--- src/rtl/hsid_x_reg_pkg.sv ---
// Generic HSID-X register bus payloads shared by every register block.
package hsid_x_reg_pkg;

  localparam int unsigned HSID_WORD_WIDTH = 32;
  localparam int unsigned HSID_ADDR_WIDTH = 6;
  localparam int unsigned HSID_STRB_WIDTH = HSID_WORD_WIDTH / 8;

  typedef struct packed {
    logic                       valid;
    logic                       write;
    logic [HSID_ADDR_WIDTH-1:0] addr;
    logic [HSID_WORD_WIDTH-1:0] wdata;
    logic [HSID_STRB_WIDTH-1:0] wstrb;
  } reg_req_t;

  typedef struct packed {
    logic [HSID_WORD_WIDTH-1:0] rdata;
    logic                       error;
    logic                       ready;
  } reg_rsp_t;

endpackage

--- src/rtl/hsid_x_ctrl_reg_pkg.sv ---
// Register map, write permissions and run-FSM encoding of the HSID-X control block.
package hsid_x_ctrl_reg_pkg;

  import hsid_x_reg_pkg::*;

  localparam int unsigned BlockAw          = HSID_ADDR_WIDTH;
  localparam int unsigned HSID_X_REF_WIDTH = 16;
  localparam int unsigned HSID_X_NUM_REGS  = 9;

  typedef enum logic [3:0] {
    HSID_X_CTRL_STATUS              = 4'd0,
    HSID_X_CTRL_LIBRARY_SIZE        = 4'd1,
    HSID_X_CTRL_PIXEL_BANDS         = 4'd2,
    HSID_X_CTRL_CAPTURED_PIXEL_ADDR = 4'd3,
    HSID_X_CTRL_LIBRARY_PIXEL_ADDR  = 4'd4,
    HSID_X_CTRL_MSE_MIN_REF         = 4'd5,
    HSID_X_CTRL_MSE_MAX_REF         = 4'd6,
    HSID_X_CTRL_MSE_MIN_VALUE       = 4'd7,
    HSID_X_CTRL_MSE_MAX_VALUE       = 4'd8
  } hsid_x_ctrl_id_e;

  localparam logic [BlockAw-1:0] HSID_X_CTRL_STATUS_OFFSET              = 6'h00;
  localparam logic [BlockAw-1:0] HSID_X_CTRL_LIBRARY_SIZE_OFFSET        = 6'h04;
  localparam logic [BlockAw-1:0] HSID_X_CTRL_PIXEL_BANDS_OFFSET         = 6'h08;
  localparam logic [BlockAw-1:0] HSID_X_CTRL_CAPTURED_PIXEL_ADDR_OFFSET = 6'h0C;
  localparam logic [BlockAw-1:0] HSID_X_CTRL_LIBRARY_PIXEL_ADDR_OFFSET  = 6'h10;
  localparam logic [BlockAw-1:0] HSID_X_CTRL_MSE_MIN_REF_OFFSET         = 6'h14;
  localparam logic [BlockAw-1:0] HSID_X_CTRL_MSE_MAX_REF_OFFSET         = 6'h18;
  localparam logic [BlockAw-1:0] HSID_X_CTRL_MSE_MIN_VALUE_OFFSET       = 6'h1C;
  localparam logic [BlockAw-1:0] HSID_X_CTRL_MSE_MAX_VALUE_OFFSET       = 6'h20;

  // Byte lanes each register accepts; MSE results are read-only.
  localparam logic [HSID_STRB_WIDTH-1:0] HSID_X_CTRL_PERMIT [HSID_X_NUM_REGS] = '{
    4'b0001,
    4'b1111, 4'b1111, 4'b1111, 4'b1111,
    4'b0000, 4'b0000, 4'b0000, 4'b0000
  };

  localparam int unsigned STATUS_START_BIT = 0;
  localparam int unsigned STATUS_CLEAR_BIT = 1;
  localparam int unsigned STATUS_IDLE_BIT  = 2;
  localparam int unsigned STATUS_BUSY_BIT  = 3;
  localparam int unsigned STATUS_DONE_BIT  = 4;

  typedef enum logic [1:0] {
    ST_IDLE = 2'd0,
    ST_BUSY = 2'd1,
    ST_DONE = 2'd2
  } hsid_x_ctrl_state_e;

  function automatic logic [HSID_WORD_WIDTH-1:0] apply_strb(
    input logic [HSID_WORD_WIDTH-1:0] old_val,
    input logic [HSID_WORD_WIDTH-1:0] new_val,
    input logic [HSID_STRB_WIDTH-1:0] strb
  );
    logic [HSID_WORD_WIDTH-1:0] res;
    res = old_val;
    for (int unsigned b = 0; b < HSID_STRB_WIDTH; b++) begin
      if (strb[b]) res[8*b +: 8] = new_val[8*b +: 8];
    end
    return res;
  endfunction

endpackage

--- src/rtl/hsid_x_ctrl_fsm.sv ---
// Run-control FSM: IDLE/BUSY/DONE sequencing, start/clear pulses and the done interrupt.
module hsid_x_ctrl_fsm
  import hsid_x_ctrl_reg_pkg::*;
(
  input  logic               clk,
  input  logic               rst,
  input  logic               start_req,
  input  logic               clear_req,
  input  logic               hw_done,
  output hsid_x_ctrl_state_e state,
  output logic               start_pulse,
  output logic               clear_pulse,
  output logic               irq,
  output logic               capture_c,
  output logic               zero_c
);

  hsid_x_ctrl_state_e state_q, state_d;
  logic start_q, start_d;
  logic clear_q, clear_d;
  logic irq_q, irq_d;

  always_ff @(posedge clk or posedge rst) begin
    if (rst) begin
      state_q <= ST_IDLE;
      start_q <= 1'b0;
      clear_q <= 1'b0;
      irq_q   <= 1'b0;
    end else begin
      state_q <= state_d;
      start_q <= start_d;
      clear_q <= clear_d;
      irq_q   <= irq_d;
    end
  end

  // Clear overrides everything, including a simultaneous start or hw_done.
  always_comb begin
    state_d   = state_q;
    start_d   = 1'b0;
    clear_d   = 1'b0;
    capture_c = 1'b0;
    zero_c    = 1'b0;
    if (clear_req) begin
      state_d = ST_IDLE;
      clear_d = 1'b1;
      zero_c  = 1'b1;
    end else begin
      case (state_q)
        ST_IDLE: begin
          if (start_req) begin
            state_d = ST_BUSY;
            start_d = 1'b1;
          end
        end
        ST_BUSY: begin
          if (hw_done) begin
            state_d   = ST_DONE;
            capture_c = 1'b1;
          end
        end
        ST_DONE: begin
          if (start_req) begin
            state_d = ST_BUSY;
            start_d = 1'b1;
          end
        end
        default: state_d = ST_IDLE;
      endcase
    end
    irq_d = (state_d == ST_DONE);
  end

  assign state       = state_q;
  assign start_pulse = start_q;
  assign clear_pulse = clear_q;
  assign irq         = irq_q;

endmodule

--- src/rtl/hsid_x_ctrl_reg_resp.sv ---
// HSID-X control register responder: address decode, config/MSE registers and bus response.
module hsid_x_ctrl_reg_resp
  import hsid_x_reg_pkg::*;
  import hsid_x_ctrl_reg_pkg::*;
#(
  parameter int unsigned WORD_WIDTH = HSID_WORD_WIDTH,
  parameter int unsigned ADDR_WIDTH = BlockAw,
  parameter int unsigned REF_WIDTH  = HSID_X_REF_WIDTH
) (
  input  logic                  clk_i,
  input  logic                  rst_i,
  input  reg_req_t              reg_req_i,
  output reg_rsp_t              reg_rsp_o,
  input  logic                  hw_done_i,
  input  logic [REF_WIDTH-1:0]  mse_min_ref_i,
  input  logic [REF_WIDTH-1:0]  mse_max_ref_i,
  input  logic [WORD_WIDTH-1:0] mse_min_value_i,
  input  logic [WORD_WIDTH-1:0] mse_max_value_i,
  output logic [WORD_WIDTH-1:0] library_size_o,
  output logic [WORD_WIDTH-1:0] pixel_bands_o,
  output logic [WORD_WIDTH-1:0] captured_pixel_addr_o,
  output logic [WORD_WIDTH-1:0] library_pixel_addr_o,
  output logic                  start_o,
  output logic                  clear_o,
  output logic                  irq_o
);

  logic [ADDR_WIDTH-1:0]      offset;
  hsid_x_ctrl_id_e            id;
  logic                       hit;
  logic [HSID_STRB_WIDTH-1:0] permit;
  logic                       strb_ok;
  logic                       wr_legal;
  logic                       wr_en;
  logic                       status_wr;
  logic                       start_in_busy;
  logic                       start_req;
  logic                       clear_req;

  hsid_x_ctrl_state_e         state;
  logic                       capture;
  logic                       zero;

  logic [WORD_WIDTH-1:0] library_size_q;
  logic [WORD_WIDTH-1:0] pixel_bands_q;
  logic [WORD_WIDTH-1:0] captured_pixel_addr_q;
  logic [WORD_WIDTH-1:0] library_pixel_addr_q;
  logic [WORD_WIDTH-1:0] mse_min_ref_q;
  logic [WORD_WIDTH-1:0] mse_max_ref_q;
  logic [WORD_WIDTH-1:0] mse_min_value_q;
  logic [WORD_WIDTH-1:0] mse_max_value_q;

  logic [WORD_WIDTH-1:0] status_word;
  logic [WORD_WIDTH-1:0] rdata_mux;
  reg_rsp_t              rsp;

  assign offset = ADDR_WIDTH'(reg_req_i.addr);

  // Only exact word offsets hit; anything else (including misaligned) is unmapped.
  always_comb begin
    hit = 1'b1;
    id  = HSID_X_CTRL_STATUS;
    case (offset)
      HSID_X_CTRL_STATUS_OFFSET:              id = HSID_X_CTRL_STATUS;
      HSID_X_CTRL_LIBRARY_SIZE_OFFSET:        id = HSID_X_CTRL_LIBRARY_SIZE;
      HSID_X_CTRL_PIXEL_BANDS_OFFSET:         id = HSID_X_CTRL_PIXEL_BANDS;
      HSID_X_CTRL_CAPTURED_PIXEL_ADDR_OFFSET: id = HSID_X_CTRL_CAPTURED_PIXEL_ADDR;
      HSID_X_CTRL_LIBRARY_PIXEL_ADDR_OFFSET:  id = HSID_X_CTRL_LIBRARY_PIXEL_ADDR;
      HSID_X_CTRL_MSE_MIN_REF_OFFSET:         id = HSID_X_CTRL_MSE_MIN_REF;
      HSID_X_CTRL_MSE_MAX_REF_OFFSET:         id = HSID_X_CTRL_MSE_MAX_REF;
      HSID_X_CTRL_MSE_MIN_VALUE_OFFSET:       id = HSID_X_CTRL_MSE_MIN_VALUE;
      HSID_X_CTRL_MSE_MAX_VALUE_OFFSET:       id = HSID_X_CTRL_MSE_MAX_VALUE;
      default:                                hit = 1'b0;
    endcase
  end

  assign permit  = hit ? HSID_X_CTRL_PERMIT[id] : '0;
  assign strb_ok = (|reg_req_i.wstrb) && ~|(reg_req_i.wstrb & ~permit);

  // A lone START while already running is rejected; START+CLEAR is a plain clear.
  assign status_wr     = reg_req_i.valid && reg_req_i.write && hit && strb_ok &&
                         (id == HSID_X_CTRL_STATUS);
  assign start_in_busy = status_wr && reg_req_i.wdata[STATUS_START_BIT] &&
                         !reg_req_i.wdata[STATUS_CLEAR_BIT] && (state == ST_BUSY);
  assign wr_legal      = strb_ok && !start_in_busy;
  assign wr_en         = reg_req_i.valid && reg_req_i.write && hit && wr_legal;
  assign clear_req     = wr_en && (id == HSID_X_CTRL_STATUS) &&
                         reg_req_i.wdata[STATUS_CLEAR_BIT];
  assign start_req     = wr_en && (id == HSID_X_CTRL_STATUS) &&
                         reg_req_i.wdata[STATUS_START_BIT];

  hsid_x_ctrl_fsm u_fsm (
    .clk         (clk_i),
    .rst         (rst_i),
    .start_req   (start_req),
    .clear_req   (clear_req),
    .hw_done     (hw_done_i),
    .state       (state),
    .start_pulse (start_o),
    .clear_pulse (clear_o),
    .irq         (irq_o),
    .capture_c   (capture),
    .zero_c      (zero)
  );

  always_ff @(posedge clk_i or posedge rst_i) begin
    if (rst_i) begin
      library_size_q        <= '0;
      pixel_bands_q         <= '0;
      captured_pixel_addr_q <= '0;
      library_pixel_addr_q  <= '0;
    end else if (wr_en) begin
      case (id)
        HSID_X_CTRL_LIBRARY_SIZE:
          library_size_q <= apply_strb(library_size_q, reg_req_i.wdata, reg_req_i.wstrb);
        HSID_X_CTRL_PIXEL_BANDS:
          pixel_bands_q <= apply_strb(pixel_bands_q, reg_req_i.wdata, reg_req_i.wstrb);
        HSID_X_CTRL_CAPTURED_PIXEL_ADDR:
          captured_pixel_addr_q <= apply_strb(captured_pixel_addr_q, reg_req_i.wdata,
                                              reg_req_i.wstrb);
        HSID_X_CTRL_LIBRARY_PIXEL_ADDR:
          library_pixel_addr_q <= apply_strb(library_pixel_addr_q, reg_req_i.wdata,
                                             reg_req_i.wstrb);
        default: ;
      endcase
    end
  end

  // Results latch on the done edge and persist until the next sweep or a clear.
  always_ff @(posedge clk_i or posedge rst_i) begin
    if (rst_i) begin
      mse_min_ref_q   <= '0;
      mse_max_ref_q   <= '0;
      mse_min_value_q <= '0;
      mse_max_value_q <= '0;
    end else if (zero) begin
      mse_min_ref_q   <= '0;
      mse_max_ref_q   <= '0;
      mse_min_value_q <= '0;
      mse_max_value_q <= '0;
    end else if (capture) begin
      mse_min_ref_q   <= WORD_WIDTH'(mse_min_ref_i);
      mse_max_ref_q   <= WORD_WIDTH'(mse_max_ref_i);
      mse_min_value_q <= mse_min_value_i;
      mse_max_value_q <= mse_max_value_i;
    end
  end

  always_comb begin
    status_word                  = '0;
    status_word[STATUS_IDLE_BIT] = (state == ST_IDLE);
    status_word[STATUS_BUSY_BIT] = (state == ST_BUSY);
    status_word[STATUS_DONE_BIT] = (state == ST_DONE);
  end

  always_comb begin
    rdata_mux = '0;
    case (id)
      HSID_X_CTRL_STATUS:              rdata_mux = status_word;
      HSID_X_CTRL_LIBRARY_SIZE:        rdata_mux = library_size_q;
      HSID_X_CTRL_PIXEL_BANDS:         rdata_mux = pixel_bands_q;
      HSID_X_CTRL_CAPTURED_PIXEL_ADDR: rdata_mux = captured_pixel_addr_q;
      HSID_X_CTRL_LIBRARY_PIXEL_ADDR:  rdata_mux = library_pixel_addr_q;
      HSID_X_CTRL_MSE_MIN_REF:         rdata_mux = mse_min_ref_q;
      HSID_X_CTRL_MSE_MAX_REF:         rdata_mux = mse_max_ref_q;
      HSID_X_CTRL_MSE_MIN_VALUE:       rdata_mux = mse_min_value_q;
      HSID_X_CTRL_MSE_MAX_VALUE:       rdata_mux = mse_max_value_q;
      default:                         rdata_mux = '0;
    endcase
  end

  // Always-ready responder; data and error are held quiet while in reset.
  always_comb begin
    rsp       = '0;
    rsp.ready = 1'b1;
    if (!rst_i && reg_req_i.valid) begin
      rsp.error = !hit || (reg_req_i.write && !wr_legal);
      if (!reg_req_i.write && hit) rsp.rdata = rdata_mux;
    end
  end

  assign reg_rsp_o             = rsp;
  assign library_size_o        = library_size_q;
  assign pixel_bands_o         = pixel_bands_q;
  assign captured_pixel_addr_o = captured_pixel_addr_q;
  assign library_pixel_addr_o  = library_pixel_addr_q;

endmodule

--- config.mk ---
export PLATFORM = sky130hd
export DESIGN_NAME = hsid_x_ctrl_reg_resp
export DESIGN_NICKNAME = d
export VERILOG_FILES = /design/src/rtl/hsid_x_reg_pkg.sv /design/src/rtl/hsid_x_ctrl_reg_pkg.sv /design/src/rtl/hsid_x_ctrl_fsm.sv /design/src/rtl/hsid_x_ctrl_reg_resp.sv
export SDC_FILE = /design/constraint.sdc
export NUM_CORES = 1
export LEC_CHECK = 0
export BUFFER_PORTS_ARGS = -buffer_cell sky130_fd_sc_hd__buf_2
export CAP_MARGIN = 20
export CELL_PAD_IN_SITES_DETAIL_PLACEMENT = 0
export CELL_PAD_IN_SITES_GLOBAL_PLACEMENT = 2
export CORE_MARGIN = 5
export CORE_UTILIZATION = 32
export CTS_CLUSTER_DIAMETER = 40
export DETAILED_ROUTE_END_ITERATION = 12
export PLACE_DENSITY_LB_ADDON = 0.25
export SYNTH_ARGS = -nofsm -noshare
export SYNTH_HDL_FRONTEND = slang
export SYNTH_SLANG_ARGS = --single-unit
--- constraint.sdc ---
create_clock -name clk_i -period 10.5 [get_ports clk_i]
set_clock_uncertainty 0.1 [all_clocks]
set_input_delay 3.15 -clock clk_i [delete_from_list [all_inputs] [get_ports clk_i]]
set_output_delay 3.15 -clock clk_i [all_outputs]
set_load 0.005 [all_outputs]
==> results.sh, run 1 <==
export IMPL_met2_usage_pct=33.7
export IMPL_path_cells="buf_2, or4b_2, nor3_4, buf_4, a22oi_1, a31oi_1, buf_2"
export IMPL_cts_tree="yes"
export IMPL_layout_drive_gt1_share_pct=41.3
export IMPL_dieHeight_um=194
export IMPL_worstSetupStartpointType="input pin"
export IMPL_post_cts_setup_buffers=0
export IMPL_synth_area_mm2=0.0108
export IMPL_ys_warnings_count=0
export IMPL_powerDensity_mw_per_mm2=173
export IMPL_gp_congestion=0.875
export IMPL_drt_initial_drc_count=665
export IMPL_htree_levels=2
export IMPL_area_delta_synth_final_pct=32.6
export IMPL_gr_usage_met1_pct=31.3
export IMPL_core_area_mm2=0.0334
export IMPL_grt_pass1_vias=9704
export IMPL_fp_dieW_um=194
export IMPL_cpMaxStageDelayCell="or4b_2"
export IMPL_gr_total_overflow=0
export IMPL_busiest_layer="met2"
export IMPL_route_detailed_drc=0
export IMPL_cts_resized=0
export IMPL_worstHoldPathCells=2
export IMPL_numClockSinks=229
export IMPL_status="finished, final reports clean"
export IMPL_io_buffers=306
export IMPL_synthFlopType="dfrtp_1"
export IMPL_synth_edf_count=0
export IMPL_hpwl_um=30000
export IMPL_root_buffer="clkbuf_16"
export IMPL_finalCritPeriodShare_pct=86.9
export IMPL_synth_fp_nets=1156
export IMPL_setup_viol=0
export IMPL_tns_ns=0
export IMPL_routedWlPerCell_um=24.2
export IMPL_ys_seq_area_share_pct=52.9
export IMPL_cp_arrival_ns=5.87
export IMPL_cp_required_ns=7.25
export IMPL_synth_cells=1013
export IMPL_rr_startpoint="u_fsm.state[1]$_DFF_PP0_"
export IMPL_slew_headroom_pct=25.3
export IMPL_maxSlewViolCount=0
export IMPL_grt_max_degree=94
export IMPL_cts_clk_slew_worst_paths_ns=0.05
export IMPL_grtUsageTotal_pct=22.0
export IMPL_std_cell_rows=67
export IMPL_hold_buffers=0
export IMPL_antenna_found_initial=13
export IMPL_power_frac_comb_pct=4.3
export IMPL_ios=308
export IMPL_final_common_cell="buf_2"
export IMPL_final_setup_worst_slack_ns=1.38
export IMPL_r2r_end="mse_min_ref_q[2]$_DFFE_PP0P_"
export IMPL_syn_area_per_cell_um2=10.7
export IMPL_synth_async_sr_flop_share_pct=100
export IMPL_first_pass_iters=5
export IMPL_final_cell_mix="buf_2, dfrtp_1, mux2_2, nand2_1, a21oi_1"
export IMPL_swShare_pct=22.5
export IMPL_holdPathEnd="mse_max_ref_q[0]$_DFFE_PP0P_"
export IMPL_dieArea_mm2=0.0376
export IMPL_pre_cts_ws_ns=1.41
export IMPL_drtAntennaViolNets=0
export IMPL_drt_total_wl_um=43200
export IMPL_p_int_w=0.00193
export IMPL_use_met3_pct=5.35
export IMPL_rsz0062_at_grt="no"
export IMPL_drv_cap=0
export IMPL_ir_drop_uv=97.3
export IMPL_hp_class="reg -> reg"
export IMPL_fmax_mhz=110
export IMPL_hold_viol=0
export IMPL_leakage_nw=6.90
export IMPL_p_sw_w=0.000560
export IMPL_vias=9546
export IMPL_cts_buffers=43
export IMPL_power_frac_seq_pct=36.1
export IMPL_ys_types=44
export IMPL_start_util_pct=32.4
export IMPL_crit_type="in -> out"
export IMPL_grt_pass1_wl_um=64500
export IMPL_tightest_slew_ns=1.12
export IMPL_hp_start="mse_max_ref_q[0]$_DFFE_PP0P_"
export IMPL_reg2reg_slack_ns=7.90
export IMPL_min_period_ns=9.12
export IMPL_critPathCaptureType="output pin"
export IMPL_synth_seq_cells=229
export IMPL_clkPwrFrac_pct=59.5
export IMPL_nets=1437
export IMPL_clock_latency_ns=0.52
export IMPL_path_max_fanout=17
export IMPL_fillCellCount=3372
export IMPL_critPathTopFamily="simple AND/OR/NAND/NOR gates"
export IMPL_critPathMostFrequentCell="buf_2"
export IMPL_worstRegToRegCells=4
export IMPL_via_per_inst=5.35
export IMPL_cpPeakStageDelay_ns=0.76
export IMPL_crit_buf_inv=3
export IMPL_clock_path_buffers=3
[state kept, by name (all words and copies together) (netlist names)]
name / count
captured_pixel_addr_o: 32
library_pixel_addr_o: 32
library_size_o: 32
mse_max_ref_q: 16
mse_max_value_q: 32
mse_min_ref_q: 16
mse_min_value_q: 32
pixel_bands_o: 32
u_fsm.clear_pulse: 1
u_fsm.irq: 1
u_fsm.start_pulse: 1
u_fsm.state: 2
[how the worst max path moves through the flow]
| stage | from | endpoint | cells past startpoint |
|---|---|---|---|
| after floorplan | rst_i | captured_pixel_addr_o[0]$_DFFE_PP0P_ | 1 |
| after global placement | reg_req_i[40] | reg_rsp_o[9] | 7 |
| after detailed placement | reg_req_i[40] | reg_rsp_o[9] | 7 |
| after CTS | reg_req_i[40] | reg_rsp_o[9] | 7 |
| after global routing | reg_req_i[40] | reg_rsp_o[10] | 7 |
| final | reg_req_i[40] | reg_rsp_o[10] | 7 |
[synth_stat cells (2+ instances only)]
master	n	area, um2
a21oi_1	109	546
a221oi_1	15	131
a22o_1	17	149
a22oi_1	60	450
a2bb2oi_1	2	17.5
a31oi_1	33	206
and3_1	5	31.3
and4_1	4	35.0
buf_1	2	7.51
buf_2	16	80.1
clkbuf_1	67	251
dfrtp_1	229	5730
inv_1	6	22.5
mux2_2	128	1440
mux2i_1	6	60.1
nand2_1	119	447
nand2b_1	6	37.5
nand3_1	105	526
nand3_2	3	30.0
nand3b_1	24	180
nand4_2	2	25.0
nor2_1	9	33.8
nor2b_1	3	18.8
nor3_1	9	45.0
nor3_2	5	50.1
nor4_4	2	42.5
o21ai_0	5	25.0
o32ai_1	2	17.5
or3_1	2	12.5
or4_1	3	22.5
or4bb_1	2	22.5
[area by class of cell]
type | instances | area, um2 | share of cell area, %
clock inverters | 22 | 327 | 2.27
clock buffers | 57 | 1230 | 8.57
well taps | 448 | 561 | 3.90
flip-flops and latches | 229 | 5730 | 39.9
inverters | 6 | 30.0 | 0.209
multi-input cells | 692 | 4790 | 33.3
repair buffers | 322 | 1680 | 11.7
diodes | 7 | 17.5 | 0.122
[worst register-to-register path, stage by stage, from the launching register on]
cell and delay, ns:
dfrtp_1 0.45, nor2b_4 0.59, buf_4 0.84, nand3_1 0.34
a21oi_1 0.19
[stage by stage]
| stage | power (W) | instance area, um2 | hold WS, ns | cells | utilization (%) |
|---|---|---|---|---|---|
| 2_1_floorplan | 0.000957 | 10800 | 0.368 | 1013 | - |
| 3_3_place_gp | 0.00102 | 12700 | 0.400 | 1695 | 38.1 |
| 3_5_place_dp | 0.00102 | 12700 | 0.412 | 1695 | 38.1 |
| 4_1_cts | 0.00252 | 14300 | 0.416 | 1774 | 42.8 |
| 5_1_grt | 0.00257 | 14400 | 0.430 | 1780 | 42.9 |
| 6_report | 0.00249 | 14400 | 0.420 | 1783 | 42.9 |
[layer usage]
layer | up-vias | wire [um]
li1 | 4338 | -
met1 | 4806 | 19800
met2 | 321 | 19700
met4 | 12 | 1040
met5 | - | 69
met3 | 69 | 2610
[power by group through the flow]
stage	combinational (W)	clock (W)	sequential [W]
2_1_floorplan	0.0000468	0	0.000911
3_3_place_gp	0.000107	0	0.000913
3_5_place_dp	0.000108	0	0.000913
4_1_cts	0.000108	0.00151	0.000898
5_1_grt	0.000120	0.00155	0.000899
6_report	0.000108	0.00148	0.000899
[cells by family after synthesis]
group,after synthesis,synth area share (%)
mux,134,13.9
flops,229,52.9
compound gates,250,15.0
other cells,1,0.0346
simple gates,307,14.8
buf+inv,92,3.41
No activity file was read; power rests on OpenSTA's default activity.
==> run 2, diff against run 1 <==
--- a/config.mk
+++ b/config.mk
@@ -9,10 +9,12 @@
 export CAP_MARGIN = 20
 export CELL_PAD_IN_SITES_DETAIL_PLACEMENT = 0
 export CELL_PAD_IN_SITES_GLOBAL_PLACEMENT = 2
-export CORE_MARGIN = 5
-export CORE_UTILIZATION = 32
+export CORE_MARGIN = 10
+export CORE_UTILIZATION = 33
+export CTS_BUF_LIST = sky130_fd_sc_hd__clkbuf_4 sky130_fd_sc_hd__clkbuf_8
 export CTS_CLUSTER_DIAMETER = 40
 export DETAILED_ROUTE_END_ITERATION = 12
+export GPL_TIMING_DRIVEN = 0
 export PLACE_DENSITY_LB_ADDON = 0.25
 export SYNTH_ARGS = -nofsm -noshare
 export SYNTH_HDL_FRONTEND = slang
==> run 2 against run 1 <==
Wire length is 7.3% higher. Critical path type unchanged. Critical path depth is 1 higher. Via count is 3.0% higher. Flip-flop and latch count stayed put. Worst setup slack worse by 0.055 ns. Count of clock-buffer cells in the layout is 7 higher. Clock power is 34% lower. Largest cell class unchanged. Global-route usage hardly changed. Cell count is 3.3% higher. Non-clock buffer count is 70 higher.
==> results.sh, run 2 (synthesized netlist as in run 1, its figures left out) <==
export IMPL_status="finished, final reports clean"
export IMPL_critPathTopFamily="buffers and inverters"
export IMPL_cp_num_cells=8
export IMPL_maxSlewViolCount=0
export IMPL_antenna_found_initial=2
export IMPL_setup_viol=0
export IMPL_final_setup_worst_slack_ns=1.32
export IMPL_drt_initial_drc_count=610
export IMPL_hold_viol=0
export IMPL_pre_cts_ws_ns=1.38
export IMPL_first_pass_iters=7
export IMPL_layout_drive_gt1_share_pct=39.1
export IMPL_crit_type="in -> out"
export IMPL_start_util_pct=33.4
export IMPL_fin_cells=1841
export IMPL_ir_drop_uv=69.7
export IMPL_grt_pass1_vias=10000
export IMPL_slew_headroom_pct=26.4
export IMPL_fp_dieW_um=201
export IMPL_via_per_inst=5.34
export IMPL_cp_required_ns=7.25
export IMPL_hold_buffers=0
export IMPL_gp_congestion=0.875
export IMPL_fillCellCount=3309
export IMPL_rsz0062_at_grt="no"
export IMPL_path_max_fanout=10
export IMPL_hpwl_um=35100
export IMPL_tightest_slew_ns=1.10
export IMPL_drt_total_wl_um=46400
export IMPL_worstSetupStartpointType="input pin"
export IMPL_cts_buffers=43
export IMPL_dieArea_mm2=0.0405
export IMPL_tns_ns=0
export IMPL_cts_tree="yes"
export IMPL_cts_clk_slew_worst_paths_ns=0.06
export IMPL_drtAntennaViolNets=0
export IMPL_path_cells="buf_2, clkbuf_1, clkbuf_1, o31ai_1, nand3_1, clkbuf_1, a31oi_1, buf_2"
export IMPL_io_buffers=305
export IMPL_critPathMostFrequentCell="clkbuf_1"
export IMPL_critPathCaptureType="output pin"
export IMPL_nets=1507
export IMPL_post_cts_setup_buffers=0
export IMPL_dieHeight_um=201
export IMPL_rr_startpoint="u_fsm.state[0]$_DFF_PP0_"
export IMPL_cpPeakStageDelay_ns=0.54
export IMPL_std_cell_rows=66
export IMPL_final_cell_mix="buf_2, dfrtp_1, mux2_2, nand2_1, a21oi_1"
export IMPL_ios=308
export IMPL_drv_cap=0
export IMPL_numClockSinks=229
export IMPL_clock_latency_ns=0.54
export IMPL_clock_path_buffers=3
export IMPL_vias=9832
export IMPL_routedWlPerCell_um=25.2
export IMPL_powerDensity_mw_per_mm2=143
export IMPL_p_total_w=0.00199
export IMPL_min_period_ns=9.18
export IMPL_root_buffer="clkbuf_8"
export IMPL_cpMaxStageDelayCell="o31ai_1"
export IMPL_startpoint="reg_req_i[39]"
export IMPL_core_area_mm2=0.0325
export IMPL_worstRegToRegCells=6
export IMPL_fmax_mhz=109
export IMPL_dp_cells=1761
export IMPL_route_detailed_drc=0
export IMPL_finalCritPeriodShare_pct=87.4
export IMPL_cp_arrival_ns=5.93
export IMPL_grt_max_degree=117
export IMPL_hp_start="mse_max_ref_q[11]$_DFFE_PP0P_"
export IMPL_hp_class="reg -> reg"
export IMPL_area_delta_synth_final_pct=28.5
export IMPL_grt_pass1_wl_um=67900
export IMPL_grtUsageTotal_pct=22.0
export IMPL_cts_resized=0
export IMPL_worstHoldPathCells=2
export IMPL_holdWs_ns=0.420
export IMPL_final_common_cell="buf_2"
export IMPL_crit_buf_inv=5
export IMPL_htree_levels=2
export IMPL_gr_total_overflow=0
export IMPL_leakage_nw=6.72
-- run 2: where the power goes --
group / internal [W] / total, W / switching (W)
logic: 0.0000366 / 0.000111 / 0.0000742
registers: 0.000891 / 0.000897 / 0.00000644
clock network: 0.000584 / 0.000982 / 0.000398
total: 0.00151 / 0.00199 / 0.000478
-- run 2: cell type report --
cell class	instances	area [um2]	share of cell area, %
Antenna cell	2	5.00	0.0359
Buffer	86	347	2.49
Clock buffer	64	793	5.70
Clock inverter	14	178	1.28
Inverter	6	30.0	0.216
Multi-Input combinational cell	692	4740	34.0
Sequential cell	229	5730	41.1
Tap cell	442	553	3.97
Timing Repair Buffer	306	1550	11.2
-- run 2: final timing paths --
kind                                                        end  slack (ns)
worst max-delay path                               reg_rsp_o[4]        1.32
worst min-delay path              mse_max_ref_q[11]$_DFFE_PP0P_        0.42
worst max register to register     mse_max_ref_q[3]$_DFFE_PP0P_        7.85
worst min register to register    mse_max_ref_q[11]$_DFFE_PP0P_        0.42
max in group asynchronous       mse_min_value_q[19]$_DFFE_PP0P_        6.56
min in group asynchronous          pixel_bands_o[3]$_DFFE_PP0P_        2.66
-- run 2: metal layers --
layer / wire (um) / track usage (%) / up-vias
met5: 0 / 0 / -
li1: - / - / 4467
met4: 998 / 6.50 / 0
met3: 2460 / 3.94 / 60
met1: 21700 / 30.6 / 4970
met2: 21200 / 34.2 / 335
-- run 2: tightest hold or removal path, stage by stage (launching register included) --
cell and delay (ns):
dfrtp_1 0.37, nand2_1 0.06, a21oi_1 0.05
-- run 2: metrics by stage --
step | instance area (um2) | utilization, %
CTS | 13900 | 42.9
detailed placement | 12900 | 39.9
global route | 13900 | 42.9
global placement | 12900 | 39.8
floorplan | 10800 | -
finish | 13900 | 42.9
